`src/rtl/riscv_mem_arbiter_if.sv`:
```
// Signal bundle between the i/d cache refill engines, the burst arbiter and the memory port.
interface riscv_mem_arbiter_if;
    logic        i_req;
    logic [31:0] i_addr;
    logic        i_gnt;
    logic        i_rvalid;
    logic [63:0] i_rdata;
    logic        i_rlast;
    logic        d_req;
    logic [3:0]  d_wen;
    logic [31:0] d_addr;
    logic [31:0] d_wdata;
    logic        d_gnt;
    logic        d_rvalid;
    logic [31:0] d_rdata;
    logic        d_rlast;
    logic [31:0] mem_addr;
    logic        mem_ren;
    logic [3:0]  mem_wen;
    logic [31:0] mem_wdata;
    logic [63:0] mem_rdata;
    logic        busy;

    // Caches and memory model drive requests and read data; they observe everything else.
    modport master (
        output i_req, i_addr, d_req, d_wen, d_addr, d_wdata, mem_rdata,
        input  i_gnt, i_rvalid, i_rdata, i_rlast, d_gnt, d_rvalid, d_rdata, d_rlast,
               mem_addr, mem_ren, mem_wen, mem_wdata, busy
    );

    modport slave (
        input  i_req, i_addr, d_req, d_wen, d_addr, d_wdata, mem_rdata,
        output i_gnt, i_rvalid, i_rdata, i_rlast, d_gnt, d_rvalid, d_rdata, d_rlast,
               mem_addr, mem_ren, mem_wen, mem_wdata, busy
    );
endinterface

```
`src/rtl/riscv_mem_arbiter.sv`:
```
// Round-robin burst arbiter: shares one fixed-latency memory port between icache and dcache
// refills, issuing critical-word-first wrapping bursts and routing returned beats to the owner.
module riscv_mem_arbiter #(
    parameter int BURST_LEN    = 4,
    parameter int BEAT_BYTES   = 8,
    parameter int READ_LATENCY = 2
) (
    input logic                clk,
    input logic                srst_n,
    riscv_mem_arbiter_if.slave bus
);
    localparam int IDX_W  = (BURST_LEN > 1) ? $clog2(BURST_LEN) : 1;
    localparam int OFF_W  = $clog2(BEAT_BYTES);
    localparam int LINE_W = IDX_W + OFF_W;
    localparam logic [IDX_W-1:0] LAST_BEAT = IDX_W'(BURST_LEN - 1);
    localparam logic OWN_I = 1'b0;
    localparam logic OWN_D = 1'b1;

    typedef enum logic [1:0] {
        ST_IDLE  = 2'd0,
        ST_ISSUE = 2'd1,
        ST_WRITE = 2'd2,
        ST_DRAIN = 2'd3
    } state_t;

    state_t                  state_r, state_s;
    logic [IDX_W-1:0]        beat_cnt_r;
    logic                    last_owner_r;
    logic [31:0]             addr_r;
    logic [31:0]             wdata_r;
    logic [3:0]              wen_r;
    logic [READ_LATENCY-1:0] pipe_vld_r, pipe_own_r, pipe_last_r, pipe_a2_r;

    logic             gnt_i_s, gnt_d_s;
    logic             issue_s, write_s, beat_last_s, pipe_busy_s, entry_a2_s;
    logic             ret_vld_s, ret_own_s, ret_last_s, ret_a2_s;
    logic [IDX_W-1:0] beat_idx_s;
    logic [31:0]      beat_addr_s;

    assign issue_s     = (state_r == ST_ISSUE);
    assign write_s     = (state_r == ST_WRITE);
    assign beat_last_s = (beat_cnt_r == LAST_BEAT);
    assign beat_idx_s  = addr_r[LINE_W-1:OFF_W] + beat_cnt_r;
    assign beat_addr_s = {addr_r[31:LINE_W], beat_idx_s, {OFF_W{1'b0}}};
    // The critical word keeps its half-word select; later beats start on a 64-bit boundary.
    assign entry_a2_s  = (beat_cnt_r == {IDX_W{1'b0}}) ? addr_r[2] : 1'b0;

    assign ret_vld_s  = srst_n & pipe_vld_r[READ_LATENCY-1];
    assign ret_own_s  = pipe_own_r[READ_LATENCY-1];
    assign ret_last_s = pipe_last_r[READ_LATENCY-1];
    assign ret_a2_s   = pipe_a2_r[READ_LATENCY-1];

    // Beats still in flight other than the one leaving the pipeline this cycle.
    always_comb begin
        pipe_busy_s = 1'b0;
        for (int s = 0; s < READ_LATENCY - 1; s++) begin
            pipe_busy_s = pipe_busy_s | pipe_vld_r[s];
        end
    end

    // Next-state and round-robin grant decision.
    always_comb begin
        state_s = state_r;
        gnt_i_s = 1'b0;
        gnt_d_s = 1'b0;
        case (state_r)
            ST_IDLE: begin
                if (bus.i_req && bus.d_req) begin
                    gnt_i_s = (last_owner_r == OWN_D);
                    gnt_d_s = (last_owner_r == OWN_I);
                end else begin
                    gnt_i_s = bus.i_req;
                    gnt_d_s = bus.d_req;
                end
                if (gnt_d_s && (bus.d_wen != 4'd0)) begin
                    state_s = ST_WRITE;
                end else if (gnt_i_s || gnt_d_s) begin
                    state_s = ST_ISSUE;
                end else begin
                    state_s = ST_IDLE;
                end
            end
            ST_ISSUE: state_s = beat_last_s ? ST_DRAIN : ST_ISSUE;
            ST_WRITE: state_s = ST_IDLE;
            ST_DRAIN: state_s = pipe_busy_s ? ST_DRAIN : ST_IDLE;
            default:  state_s = ST_IDLE;
        endcase
    end

    // State, request capture, beat counter and read-latency pipeline.
    always_ff @(posedge clk) begin
        if (!srst_n) begin
            state_r      <= ST_IDLE;
            beat_cnt_r   <= {IDX_W{1'b0}};
            last_owner_r <= OWN_D;
            addr_r       <= 32'd0;
            wdata_r      <= 32'd0;
            wen_r        <= 4'd0;
            pipe_vld_r   <= {READ_LATENCY{1'b0}};
            pipe_own_r   <= {READ_LATENCY{1'b0}};
            pipe_last_r  <= {READ_LATENCY{1'b0}};
            pipe_a2_r    <= {READ_LATENCY{1'b0}};
        end else begin
            state_r <= state_s;
            if (gnt_i_s) begin
                addr_r       <= bus.i_addr;
                wdata_r      <= 32'd0;
                wen_r        <= 4'd0;
                last_owner_r <= OWN_I;
            end else if (gnt_d_s) begin
                addr_r       <= bus.d_addr;
                wdata_r      <= bus.d_wdata;
                wen_r        <= bus.d_wen;
                last_owner_r <= OWN_D;
            end
            if (issue_s && !beat_last_s) begin
                beat_cnt_r <= beat_cnt_r + {{(IDX_W-1){1'b0}}, 1'b1};
            end else begin
                beat_cnt_r <= {IDX_W{1'b0}};
            end
            for (int s = READ_LATENCY - 1; s > 0; s--) begin
                pipe_vld_r[s]  <= pipe_vld_r[s-1];
                pipe_own_r[s]  <= pipe_own_r[s-1];
                pipe_last_r[s] <= pipe_last_r[s-1];
                pipe_a2_r[s]   <= pipe_a2_r[s-1];
            end
            pipe_vld_r[0]  <= issue_s;
            pipe_own_r[0]  <= issue_s & last_owner_r;
            pipe_last_r[0] <= issue_s & beat_last_s;
            pipe_a2_r[0]   <= issue_s & entry_a2_s;
        end
    end

    // Output drive; everything is held at zero while reset is asserted.
    always_comb begin
        bus.i_gnt     = srst_n & gnt_i_s;
        bus.d_gnt     = srst_n & gnt_d_s;
        bus.busy      = srst_n & (state_r != ST_IDLE);
        bus.mem_ren   = 1'b0;
        bus.mem_addr  = 32'd0;
        bus.mem_wen   = 4'd0;
        bus.mem_wdata = 32'd0;
        if (srst_n && issue_s) begin
            bus.mem_ren  = 1'b1;
            bus.mem_addr = beat_addr_s;
        end else if (srst_n && write_s) begin
            bus.mem_addr  = addr_r;
            bus.mem_wen   = wen_r;
            bus.mem_wdata = wdata_r;
        end else begin
            bus.mem_ren = 1'b0;
        end
        bus.i_rvalid = ret_vld_s & (ret_own_s == OWN_I);
        bus.i_rlast  = bus.i_rvalid & ret_last_s;
        bus.i_rdata  = bus.i_rvalid ? bus.mem_rdata : 64'd0;
        bus.d_rvalid = ret_vld_s & (ret_own_s == OWN_D);
        bus.d_rlast  = bus.d_rvalid & ret_last_s;
        bus.d_rdata  = !bus.d_rvalid ? 32'd0 :
                       (ret_a2_s ? bus.mem_rdata[63:32] : bus.mem_rdata[31:0]);
    end
endmodule

```
`src/flat_wrapper.sv`:
```
// flat-port wrapper written by rule: the top's interface ports become plain ports
module riscv_mem_arbiter_flat 
#(
    parameter int BURST_LEN    = 4,
    parameter int BEAT_BYTES   = 8,
    parameter int READ_LATENCY = 2
)
  (clk, srst_n, bus_i_req, bus_i_addr, bus_d_req, bus_d_wen, bus_d_addr, bus_d_wdata, bus_mem_rdata, bus_i_gnt, bus_i_rvalid, bus_i_rdata, bus_i_rlast, bus_d_gnt, bus_d_rvalid, bus_d_rdata, bus_d_rlast, bus_mem_addr, bus_mem_ren, bus_mem_wen, bus_mem_wdata, bus_busy);
  riscv_mem_arbiter_if bus_i ();
  input logic clk;
  input logic srst_n;
  input wire logic [$bits(bus_i.i_req)-1:0] bus_i_req;
  input wire logic [$bits(bus_i.i_addr)-1:0] bus_i_addr;
  input wire logic [$bits(bus_i.d_req)-1:0] bus_d_req;
  input wire logic [$bits(bus_i.d_wen)-1:0] bus_d_wen;
  input wire logic [$bits(bus_i.d_addr)-1:0] bus_d_addr;
  input wire logic [$bits(bus_i.d_wdata)-1:0] bus_d_wdata;
  input wire logic [$bits(bus_i.mem_rdata)-1:0] bus_mem_rdata;
  output wire logic [$bits(bus_i.i_gnt)-1:0] bus_i_gnt;
  output wire logic [$bits(bus_i.i_rvalid)-1:0] bus_i_rvalid;
  output wire logic [$bits(bus_i.i_rdata)-1:0] bus_i_rdata;
  output wire logic [$bits(bus_i.i_rlast)-1:0] bus_i_rlast;
  output wire logic [$bits(bus_i.d_gnt)-1:0] bus_d_gnt;
  output wire logic [$bits(bus_i.d_rvalid)-1:0] bus_d_rvalid;
  output wire logic [$bits(bus_i.d_rdata)-1:0] bus_d_rdata;
  output wire logic [$bits(bus_i.d_rlast)-1:0] bus_d_rlast;
  output wire logic [$bits(bus_i.mem_addr)-1:0] bus_mem_addr;
  output wire logic [$bits(bus_i.mem_ren)-1:0] bus_mem_ren;
  output wire logic [$bits(bus_i.mem_wen)-1:0] bus_mem_wen;
  output wire logic [$bits(bus_i.mem_wdata)-1:0] bus_mem_wdata;
  output wire logic [$bits(bus_i.busy)-1:0] bus_busy;
  assign bus_i.i_req = bus_i_req;
  assign bus_i.i_addr = bus_i_addr;
  assign bus_i.d_req = bus_d_req;
  assign bus_i.d_wen = bus_d_wen;
  assign bus_i.d_addr = bus_d_addr;
  assign bus_i.d_wdata = bus_d_wdata;
  assign bus_i.mem_rdata = bus_mem_rdata;
  assign bus_i_gnt = bus_i.i_gnt;
  assign bus_i_rvalid = bus_i.i_rvalid;
  assign bus_i_rdata = bus_i.i_rdata;
  assign bus_i_rlast = bus_i.i_rlast;
  assign bus_d_gnt = bus_i.d_gnt;
  assign bus_d_rvalid = bus_i.d_rvalid;
  assign bus_d_rdata = bus_i.d_rdata;
  assign bus_d_rlast = bus_i.d_rlast;
  assign bus_mem_addr = bus_i.mem_addr;
  assign bus_mem_ren = bus_i.mem_ren;
  assign bus_mem_wen = bus_i.mem_wen;
  assign bus_mem_wdata = bus_i.mem_wdata;
  assign bus_busy = bus_i.busy;
  riscv_mem_arbiter #(.BURST_LEN(BURST_LEN), .BEAT_BYTES(BEAT_BYTES), .READ_LATENCY(READ_LATENCY)) u_core (.clk(clk), .srst_n(srst_n), .bus(bus_i));
endmodule
```
`config.mk`:
```
export PLATFORM = sky130hd
export DESIGN_NAME = riscv_mem_arbiter_flat
export DESIGN_NICKNAME = d
export VERILOG_FILES = /design/src/rtl/riscv_mem_arbiter_if.sv /design/src/rtl/riscv_mem_arbiter.sv /design/src/flat_wrapper.sv
export SDC_FILE = /design/constraint.sdc
export NUM_CORES = 1
export LEC_CHECK = 0
export ABC_CLOCK_PERIOD_IN_PS = 1900
export CAP_MARGIN = 20
export CORE_AREA = 2 2 131 133
export CTS_CLUSTER_DIAMETER = 200
export DETAILED_ROUTE_END_ITERATION = 10
export DIE_AREA = 0 0 133 135
export GPL_ROUTABILITY_DRIVEN = 0
export PLACE_DENSITY = 0.7
export SYNTH_ARGS = -nofsm -noshare
export SYNTH_HDL_FRONTEND = slang
export SYNTH_SLANG_ARGS = --single-unit
```
`constraint.sdc`:
```
create_clock -name clk -period 1.9 [get_ports clk]
set_clock_uncertainty 0.15 [all_clocks]
set_input_delay 0.19 -clock clk [delete_from_list [all_inputs] [get_ports clk]]
set_output_delay 0.19 -clock clk [all_outputs]
set_load 0.03 [all_outputs]
```
Word-level counts from Yosys, hierarchy flattened
Cells that the tools add are included.
{"block": "totals", "ff_bits": 81, "input_bits": 168, "output_inout_bits": 172, "wordCells": 70}
{"block": "classes", "add_sub_neg": 2, "n_eq_ne": 4, "mux": 26, "bitwise_logic": 14, "reduce_logical": 14}
{"operator": "$mux 32", "n": 8}
{"operator": "$mux 64", "n": 1}
{"operator": "$and 1x1->1", "n": 11}
{"operator": "$mux 1", "n": 11}
{"operator": "$mux 4", "n": 2}
{"operator": "$pmux 2 s4", "n": 1}
{"operator": "$eq 2x2->1 const B", "n": 3}
{"operator": "$mux 2", "n": 3}
{"operator": "$logic_and 1x1->1", "n": 5}
{"operator": "$logic_not 2->1", "n": 2}
{"operator": "$reduce_bool 2->1", "n": 2}
{"operator": "$reduce_bool 4->1", "n": 1}
{"operator": "$not 1->1", "n": 3}
{"operator": "$add 2x1->2 const B", "n": 1}
{"operator": "$add 2x2->2", "n": 1}
{"operator": "$eq 2x1->1 const B", "n": 1}
{"operator": "$reduce_and 2->1", "n": 1}
{"operator": "$reduce_or 2->1", "n": 1}
{"operator": "$logic_not 1->1", "n": 1}
{"operator": "$logic_or 1x1->1", "n": 1}

Longest topological paths before layout
Gate-level depths: netlist (run 1).
{"block": "logic_depth", "word_depth": 7, "depth_mapped": 7, "mapped_depth_nobuf": 4}

Least setup slack after synthesis (run 1)
OpenSTA, ideal clock, no wires.
{"block": "synth_path", "path_type": "flip-flop to output port", "start": "register u_core.state_r[0]", "end": "output bus_i_gnt", "arrival_time_ns": 1.840, "required_time_ns": 1.560, "setup_slack_ns": -0.280, "stages_incl_launch_ff": 8, "path_buffers": 4, "cell_sequence": "dfxtp_1 buf_6 or2_4 buf_6 or3_1 buf_2 buf_2 nor2_1"}
{"block": "synth_between", "elab_chain_len": 3}
{"item": "start, declared", "line_no": "riscv_mem_arbiter.sv:26", "text": "state_t state_r, state_s;"}
{"item": "start signal, assigned", "line_no": "riscv_mem_arbiter.sv:104", "text": "state_r <= state_s;"}
{"item": "$logic_not 2->1", "line_no": "riscv_mem_arbiter.sv:66", "text": "case (state_r)"}
{"item": "$mux 1", "line_no": "riscv_mem_arbiter.sv:66"}
{"item": "$and 1x1->1", "line_no": "riscv_mem_arbiter.sv:136", "text": "bus.i_gnt = srst_n & gnt_i_s;"}
{"item": "end, declared", "line_no": "flat_wrapper.sv:19", "text": "output wire logic [$bits(bus_i.i_gnt)-1:0] bus_i_gnt;"}
Every way passes these cells.

Worst setup path in the final report (run 1)
Ends and elaborated chain as after synthesis.

==> results.ini, run 1 <==
[power_and_ir_drop]
vdd_drop_max_mv=0.470
power_uw=5150
p_per_area_nw_per_um2=543
power_leakage_uw=0.00385

[die]
start_util=0.297
fp.coreArea_um2=16400
io_pins=340
fp.dieH_um=135
die_x_um=133
placementRows=47
die_area_um2=18000

[logic_synthesis]
synth_top_cell_area_share=0.333
synth_warnings=0
yosys-top-cells-area=dfxtp_1, and2_1, nand3_1
synth_nets=809
synth_edf_count=0
yosysUniqueCellTypes=38
synth_common_cells=and2_1, dfxtp_1, nand3_1, o21ai_0, clkbuf_1
syn_area_um2=4870
synth_ff_type=dfxtp_1
avgSynthCellArea_um2=7.64
synth_top_area_cell=dfxtp_1
synth_seq_cells=81
ys_seq_area_frac=0.333
synth-async-reset-ratio=0
netlist_instances=638
synth_most_common_cell=and2_1

[sta]
relSlewSlack=0.777
max_freq_mhz=507
hold_violations=0
worst_slew_pin_slew_ps=330
rsz0062_at_grt=yes
layout_setup_ws_ps=-70.9
slew_viol_final=0
finalSetupViolCount=37
min_period_ps=1970
fin_crit_sh=1.04

[run]
cap_violations=0

[worst_setup_path]
regToRegSetupSlack_ps=100
crit_start=u_core.state_r[0]
ff2ff_path_depth=6
r2r-end=u_core.wdata_r[22]
cp.required_ps=1560
arrival_ps=1630
rr_startpoint=u_core.state_r[0]
crit_end=bus_i_gnt
crit_type=reg2out
setup.worst_path.start_class=register
endpoint_kind=output port
path_max_fanout=3

[route]
via_per_inst=5.11
drc=0
dr_wl_met2_um=12200
topRoutingLayerUsed=met4
drt-total-wl_um=23100
first_pass_iters=5
wl_per_cell_um=19.4
num_vias=6076
wl_met1_um=8400
drt_iter0_markers=448
dr_wl_met3_um=1600
ant_nets=0

[clock_network]
htree_levels=3
cts_buffers=9
cts_sinks=81
clk_pin_slew_ps=70
clockBufferDepth=2
clk_latency_ps=350
cts_tree=built
clockRootBuffer=clkbuf_16

[placed_design]
place_inst=1150
pre_cts_ws_ps=38.2
hpwl_um=16000
portBuffers=339

[global_routing]
grt_pass1_vias=5689
overflow=0
grtUsageTotal=0.236
grt_max_degree=72
grt_pass1_wl_um=32600
grt_antenna_before_repair=5

[cells_and_area]
areaGrowthSynthToFinish_pct=94.7
final_layout_size_suffix_gt1_frac=0.279
nNetsFinal=1131
final_cells=1190

[outcome]
status=finished with violations
violations=setup timing

[min_path]
hold_class=in2reg
hold_depth=2

==> state kept, by name (all words and copies together) (netlist names) <==
signal               cells
u_core.last_owner_r      1
u_core.addr_r           32
u_core.state_r           2
u_core.pipe_last_r       2
u_core.pipe_vld_r        2
u_core.pipe_own_r        2
u_core.beat_cnt_r        2
u_core.wen_r             4
u_core.pipe_a2_r         2
u_core.wdata_r          32
==> worst min path at each step <==
stage                                 to                start  slack [ps]
floorplan              u_core.wdata_r[0]       bus_d_wdata[0]         190
global placement     u_core.pipe_a2_r[1]  u_core.pipe_a2_r[0]         260
detailed placement   u_core.pipe_a2_r[1]  u_core.pipe_a2_r[0]         270
CTS                 u_core.pipe_vld_r[1]               srst_n          30
global route        u_core.pipe_own_r[1]               srst_n          30
finish              u_core.pipe_own_r[1]               srst_n          30
==> placed cells by master (no fill, tap or decap), types with 2 or more instances in the layout <==
cell	netlist	routed
dfxtp_1	81	76
buf_4	0	86
buf_6	2	91
o21ai_0	67	66
clkdlybuf4s50_1	0	166
clkbuf_16	0	16
o21ai_1	2	2
clkinv_4	0	2
nor2_1	37	34
a31oi_1	32	32
and2_4	0	13
a21oi_1	37	37
nor2_4	0	3
nand3_1	69	69
o41ai_1	32	32
nor3b_1	2	2
diode_2	0	5
buf_12	0	34
mux2i_1	32	32
dfxtp_2	0	3
ha_1	3	2
dfxtp_4	0	2
inv_1	8	8
and3_1	28	27
and2_1	111	98
==> report_power, final <==
group	internal, µW	switching, µW
Sequential	1830	65.3
Combinational	793	777
Clock	937	747
Total	3560	1590
==> worst max-delay path, stage by stage, from the launching register on <==
cell	delay, ps
dfxtp_4	350
or2_4	270
or3_4	390
nor2_4	140
buf_12	130
==> metal layers <==
metal	up-vias	track usage
met5	-	0
met4	0	0.115
met3	50	0.0691
met2	281	0.418
met1	2815	0.258
li1	2930	-
==> logic make-up after synthesis <==
| kind of cell | after synthesis | synth area share |
|---|---|---|
| AOI/OAI and AO/OA | 178 | 0.224 |
| xor gates and xnor gates | 2 | 0.00360 |
| adders and majority gates | 3 | 0.00770 |
| buffers and inverters | 84 | 0.0691 |
| DFF | 81 | 0.333 |
| muxes | 33 | 0.0681 |
| and+or+nand+nor | 257 | 0.294 |
==> stage by stage <==
stage	TNS (ps)	utilization	cell area, µm²	hold slack, ps
2_1_floorplan	-144	-	4880	188
5_1_grt	-6010	0.578	9490	26.5
3_5_place_dp	0	0.514	8440	269
4_1_cts	-2520	0.547	8980	29.1
3_3_place_gp	0	0.514	8440	263
6_report	-1130	0.578	9490	31.1
==> what timing repair did <==
action,4_1_cts,5_1_grt
pin swaps,2,15
endpoints found under the setup margin,72,84
hold buffers,0,0
gates cloned,0,7
resized for setup,62,61
setup buffers,6,7
endpoints found under the hold margin,0,0
==> cell type report <==
| cell class | instances | area, µm² |
|---|---|---|
| diodes | 5 | 12.5 |
| clock buffers | 10 | 239 |
| clock inverters | 6 | 50.0 |
| fillers | 1518 | 6920 |
| inverters | 9 | 33.8 |
| multi-input cells | 473 | 3040 |
| flip-flops and latches | 81 | 1630 |
| well taps | 220 | 275 |
| repair buffers | 386 | 4200 |
(Power assumes the default switching activity.)
==> run 2: changes to the inputs <==
CTS_BUF_LIST = sky130_fd_sc_hd__clkbuf_16   (was not set)
CTS_CLUSTER_DIAMETER = 30   (was 200)
REMOVE_ABC_BUFFERS = 1   (was not set)
==> run 2 against run 1 <==
  * The flow still finishes with violations (setup timing)
  * Sequential power hardly changed
  * Sequential share of layout area down 0.11 points
  * Via count rose by 0.36%
  * Highest routed layer unchanged
  * Total power up 3.0%
  * Combinational power is 4% lower
  * Clock power is 12% higher
  * Die area unchanged
  * Setup slack got worse by 80 ps
  * Register-to-register slack got worse by 40 ps
  * First-iteration DRC count down 9.2%
==> results.ini, run 2 (same netlist as run 1, synthesis figures left out) <==
[clock_network]
cts_buffers=9  ; unchanged
htree_levels=3  ; unchanged
cts_sinks=81  ; unchanged
cts_tree=built  ; unchanged
clockBufferDepth=2  ; unchanged
clockRootBuffer=clkbuf_16  ; unchanged
clk_latency_ps=350  ; about the same
clk_pin_slew_ps=60  ; was 70 ps

[route]
first_pass_iters=5  ; unchanged
drc=0  ; unchanged
drt-total-wl_um=25500  ; was 23100 µm
wl_per_cell_um=21.6  ; was 19.4 µm
num_vias=6098  ; was 6076
via_per_inst=5.17  ; was 5.11
ant_nets=0  ; unchanged
drt_iter0_markers=407  ; was 448

[power_and_ir_drop]
p_sw_frac=0.302  ; was 0.309
p_per_area_nw_per_um2=556  ; was 543 nW/µm²
power.sequential.fraction=0.358  ; was 0.368
vdd_drop_max_mv=0.730  ; was 0.470 mV
power.switching_uw=1600  ; was 1590 µW
p_clk_frac=0.356  ; was 0.327
p_int_uw=3700  ; was 3560 µW
power_leakage_uw=0.00385  ; about the same
pwr-share-comb=0.286  ; was 0.305

[sta]
hold_violations=0  ; unchanged
rsz0062_at_grt=yes  ; unchanged
timing.hold.ws_ps=52.6  ; was 31.1 ps
min_period_ps=2050  ; was 1970 ps
relSlewSlack=0.621  ; was 0.777
fin_crit_sh=1.08  ; was 1.04
slew_viol_final=0  ; unchanged
layout_setup_ws_ps=-151  ; was -70.9 ps
max_freq_mhz=488  ; was 507 MHz
finalSetupViolCount=63  ; was 37
worst_slew_pin_slew_ps=569  ; was 330 ps

[die]
start_util=0.297  ; unchanged
fp.coreArea_um2=16400  ; unchanged
die_area_um2=18000  ; unchanged
die_x_um=133  ; unchanged
fp.dieH_um=135  ; unchanged
io_pins=340  ; unchanged
placementRows=47  ; unchanged

[worst_setup_path]
arrival_ps=1710  ; was 1630 ps
cp.required_ps=1560  ; about the same
r2r-end=u_core.last_owner_r  ; was u_core.wdata_r[22]
regToRegSetupSlack_ps=60  ; was 100 ps
setup.worst_path.start_class=register  ; unchanged
path_max_fanout=5  ; was 3
endpoint_kind=output port  ; unchanged
rr_startpoint=u_core.state_r[0]  ; unchanged
crit_type=reg2out  ; unchanged
ff2ff_path_depth=4  ; was 6

[cells_and_area]
layout_common_cells=clkdlybuf4s50_1, buf_4, dfxtp_1, and2_1, nand3_1  ; was clkdlybuf4s50_1, and2_1, buf_6, buf_4, dfxtp_1
reg_top3=u_core.addr_r x32, u_core.wdata_r x32, u_core.wen_r x4  ; unchanged
final_layout_size_suffix_gt1_frac=0.302  ; was 0.279
areaGrowthSynthToFinish_pct=95.6  ; was 94.7%
nNetsFinal=1123  ; was 1131
final_common_cell=clkdlybuf4s50_1  ; unchanged

[min_path]
hold_class=in2reg  ; unchanged
hold_depth=3  ; was 2
worstHoldEndpoint=u_core.addr_r[2]  ; was u_core.pipe_own_r[1]
hp-start=srst_n  ; unchanged

[global_routing]
grt_antenna_before_repair=3  ; was 5
overflow=0  ; unchanged
grtUsageTotal=0.262  ; was 0.236
grt_pass1_wl_um=35900  ; was 32600 µm
grt_max_degree=72  ; unchanged
grt_pass1_vias=5867  ; was 5689

[placed_design]
portBuffers=339  ; unchanged
pre_cts_ws_ps=-181  ; was 38.2 ps
hpwl_um=18100  ; was 16000 µm

[run]
cap_violations=0  ; unchanged

[outcome]
status=finished with violations  ; unchanged
violations=setup timing  ; unchanged

run 2: what timing repair did:
action                     CTS  global route
setup endpoints to repair   70            69
hold buffers                 0             0
pin swaps                    1            37
buffers inserted             4             4
cloned                       1             6
gates resized for setup     88            42
run 2: area by class of cell:
cell class	count	area, µm²
antenna	3	7.51
clock buffer	9	225
clock inverter	7	87.6
fill	1452	6880
inverter	9	33.8
multi-input combinational	473	3140
sequential	81	1630
tap	220	275
timing repair buffer	378	4130
run 2: worst max-delay path, cell delays in order, from the launching register on:
cell	delay, ps
dfxtp_2	330
buf_6	110
and3b_2	280
buf_6	150
a21oi_1	250
o21ai_4	100
buf_6	150
run 2: power groups by stage:
stage / logic [µW] / clock network [µW] / registers (µW)
4_1_cts: 1450 / 1900 / 1890
2_1_floorplan: 586 / 0 / 1910
6_report: 1510 / 1890 / 1900
5_1_grt: 1620 / 1980 / 1910
3_3_place_gp: 1410 / 0 / 1920
3_5_place_dp: 1420 / 0 / 1930
run 2: layer usage:
layer | GRT usage | vias up | wire (µm)
met2 | 0.446 | 283 | 12900
met3 | 0.0743 | 39 | 2020
met1 | 0.310 | 2864 | 9790
li1 | - | 2912 | -
met4 | 0.106 | 0 | 790
met5 | 0 | - | 0
run 2: worst max path at each step:
stage / from / end / slack [ps] / cells past startpoint
floorplan: u_core.state_r[0] / bus_busy / -1640 / 2
global placement: bus_i_req / u_core.addr_r[10] / -140 / 5
detailed placement: bus_i_req / u_core.addr_r[11] / -180 / 5
CTS: u_core.state_r[1] / bus_mem_addr[4] / -140 / 5
global route: u_core.state_r[1] / bus_mem_addr[4] / -200 / 6
finish: u_core.state_r[1] / bus_mem_addr[4] / -150 / 6
run 2: through the flow:
| stage | setup TNS, ps | area, µm² | std cells | total power (µW) | util |
|---|---|---|---|---|---|
| CTS | -3830 | 9200 | 1168 | 5240 | 0.561 |
| global placement | -7610 | 8550 | 1147 | 3330 | 0.521 |
| detailed placement | -7440 | 8550 | 1147 | 3350 | 0.521 |
| finish | -4650 | 9530 | 1180 | 5300 | 0.581 |
| global route | -8510 | 9530 | 1180 | 5510 | 0.581 |
| floorplan | -172790 | 4570 | 563 | 2490 | - |
==> run 3: changes to the inputs <==
ABC_CLOCK_PERIOD_IN_PS = 2100   (was 1900)
PLACE_DENSITY = 0.68   (was 0.7)
clock period = 2.1 ns   (was 1.9 ns; I/O delays follow)
==> run 3 against run 2 <==
  * Critical path depth down 1
  * Non-clock buffer count is 11 lower
  * Register-to-register slack better by 280 ps
  * Sequential cell count unchanged
  * Utilization down 4.1 points
  * Global-route usage shrank 0.82 points
  * Sequential power down 10%
  * The flow now finishes without violations
  * Combinational power down 15%
  * First-iteration DRC count rose by 12%
  * Setup slack gained 190 ps
  * Clock power decreased by 16%
  * Sequential share of layout area up 1.3 points
==> results.ini, run 3 (same netlist as run 1, synthesis figures left out) <==
[cells_and_area]
nNetsFinal=1112  ; was 1123
fin_area_um2=8850  ; was 9530 µm²
final_common_cell=clkdlybuf4s50_1  ; unchanged
final_layout_size_suffix_gt1_frac=0.243  ; was 0.302
areaGrowthSynthToFinish_pct=81.7  ; was 95.6%
layout_common_cells=clkdlybuf4s50_1, buf_4, and2_1, dfxtp_1, nand3_1  ; was clkdlybuf4s50_1, buf_4, dfxtp_1, and2_1, nand3_1
reg_top3=u_core.addr_r x32, u_core.wdata_r x32, u_core.wen_r x4  ; unchanged

[placed_design]
hpwl_um=17900  ; was 18100 µm
portBuffers=339  ; unchanged
dpl_cell_area_um2=8520  ; was 8550 µm²

[sta]
worst_slew_pin_slew_ps=488  ; was 569 ps
hold_violations=0  ; unchanged
relSlewSlack=0.675  ; was 0.621
rsz0062_at_grt=yes  ; unchanged
slew_viol_final=0  ; unchanged
max_freq_mhz=486
finalSetupViolCount=0  ; was 63
timing.hold.ws_ps=103  ; was 52.6 ps
fin_crit_sh=0.980
min_period_ps=2060
tns_ps=0  ; was -4650 ps

[clock_network]
cts_tree=built  ; unchanged
clockRootBuffer=clkbuf_16  ; unchanged
htree_levels=3  ; unchanged
clk_pin_slew_ps=60  ; about the same
cts_sinks=81  ; unchanged
clk_latency_ps=340  ; was 350 ps
cts_hold_buffers=0  ; unchanged
clockBufferDepth=2  ; unchanged
cts_buffers=9  ; unchanged

[power_and_ir_drop]
power_leakage_uw=0.00363  ; was 0.00385 µW
p_per_area_nw_per_um2=520  ; was 556 nW/µm²
power_uw=4600  ; was 5300 µW
vdd_drop_max_mv=0.466  ; was 0.730 mV

[global_routing]
grt_pass1_vias=5648  ; was 5867
grt_max_degree=72  ; unchanged
overflow=0  ; unchanged
grtUsageTotal=0.253  ; was 0.262
grt_antenna_before_repair=5  ; was 3
grt_pass1_wl_um=34800  ; was 35900 µm

[worst_setup_path]
regToRegSetupSlack_ps=340  ; was 60 ps
path_max_fanout=6  ; was 5
endpoint_kind=output port  ; unchanged
crit_type=reg2out  ; unchanged
arrival_ps=1700  ; was 1710 ps
cp.required_ps=1740  ; was 1560 ps
setup.worst_path.start_class=register  ; unchanged

[route]
drt_iter0_markers=457  ; was 407
ant_nets=0  ; unchanged
num_vias=5979  ; was 6098
first_pass_iters=4  ; was 5
drt-total-wl_um=23800  ; was 25500 µm
wl_per_cell_um=20.4  ; was 21.6 µm
via_per_inst=5.11  ; was 5.17
drc=0  ; unchanged

[die]
die_area_um2=18000  ; unchanged
die_x_um=133  ; unchanged
fp.coreArea_um2=16400  ; unchanged
fp.dieH_um=135  ; unchanged
start_util=0.297  ; unchanged
io_pins=340  ; unchanged
placementRows=47  ; unchanged

[run]
cap_violations=0  ; unchanged

[outcome]
status=completed  ; was finished with violations

[min_path]
hold_class=in2reg  ; unchanged

==> run 3: final cells by class <==
type	instances	area [µm²]
Clock inverter	7	68.8
Multi-Input combinational cell	473	2960
Tap cell	220	275
Sequential cell	81	1630
Antenna cell	4	10.0
Inverter	9	33.8
Clock buffer	9	225
Timing Repair Buffer	367	3650
Fill cell	1590	7560
==> run 3: what timing repair did <==
action	4_1_cts	5_1_grt
pin swaps	1	1
resized for setup	3	5
endpoints found under the hold margin	0	0
endpoints found under the setup margin	36	1
buffers inserted	2	0
==> run 3: per-stage QoR <==
stage	setup slack (ps)	cells	util
after floorplan	-1460	563	-
after global placement	129	1148	0.519
after detailed placement	90.4	1148	0.519
after CTS	39.9	1166	0.538
after global routing	-18.2	1169	0.539
final	41.6	1170	0.539
==> run 3: worst paths after layout <==
path / startpoint / to / cells past startpoint
max: u_core.state_r[1] / bus_mem_addr[4] / 5
min: srst_n / u_core.pipe_a2_r[1] / 2
max reg2reg: u_core.state_r[0] / u_core.addr_r[25] / 5
min reg2reg: u_core.pipe_last_r[0] / u_core.pipe_last_r[1] / 1
==> run 3: per-layer routing <==
metal	track usage	wire (µm)
met5	0	13
met4	0.0747	347
met3	0.0871	2130
met2	0.425	11900
met1	0.308	9410
==> run 3: critical path, stage by stage, from the launching register on <==
cell and delay, ps:
dfxtp_2 320, buf_6 130, nand3b_1 250, or3_1 410
o21ai_1 80, buf_4 170
==> run 3: report_power, final <==
group,switching [µW],internal [µW],leakage [µW]
Sequential,61.7,1650,0.000665
Clock,674,919,0.000142
Combinational,674,617,0.00282
Total,1410,3190,0.00363
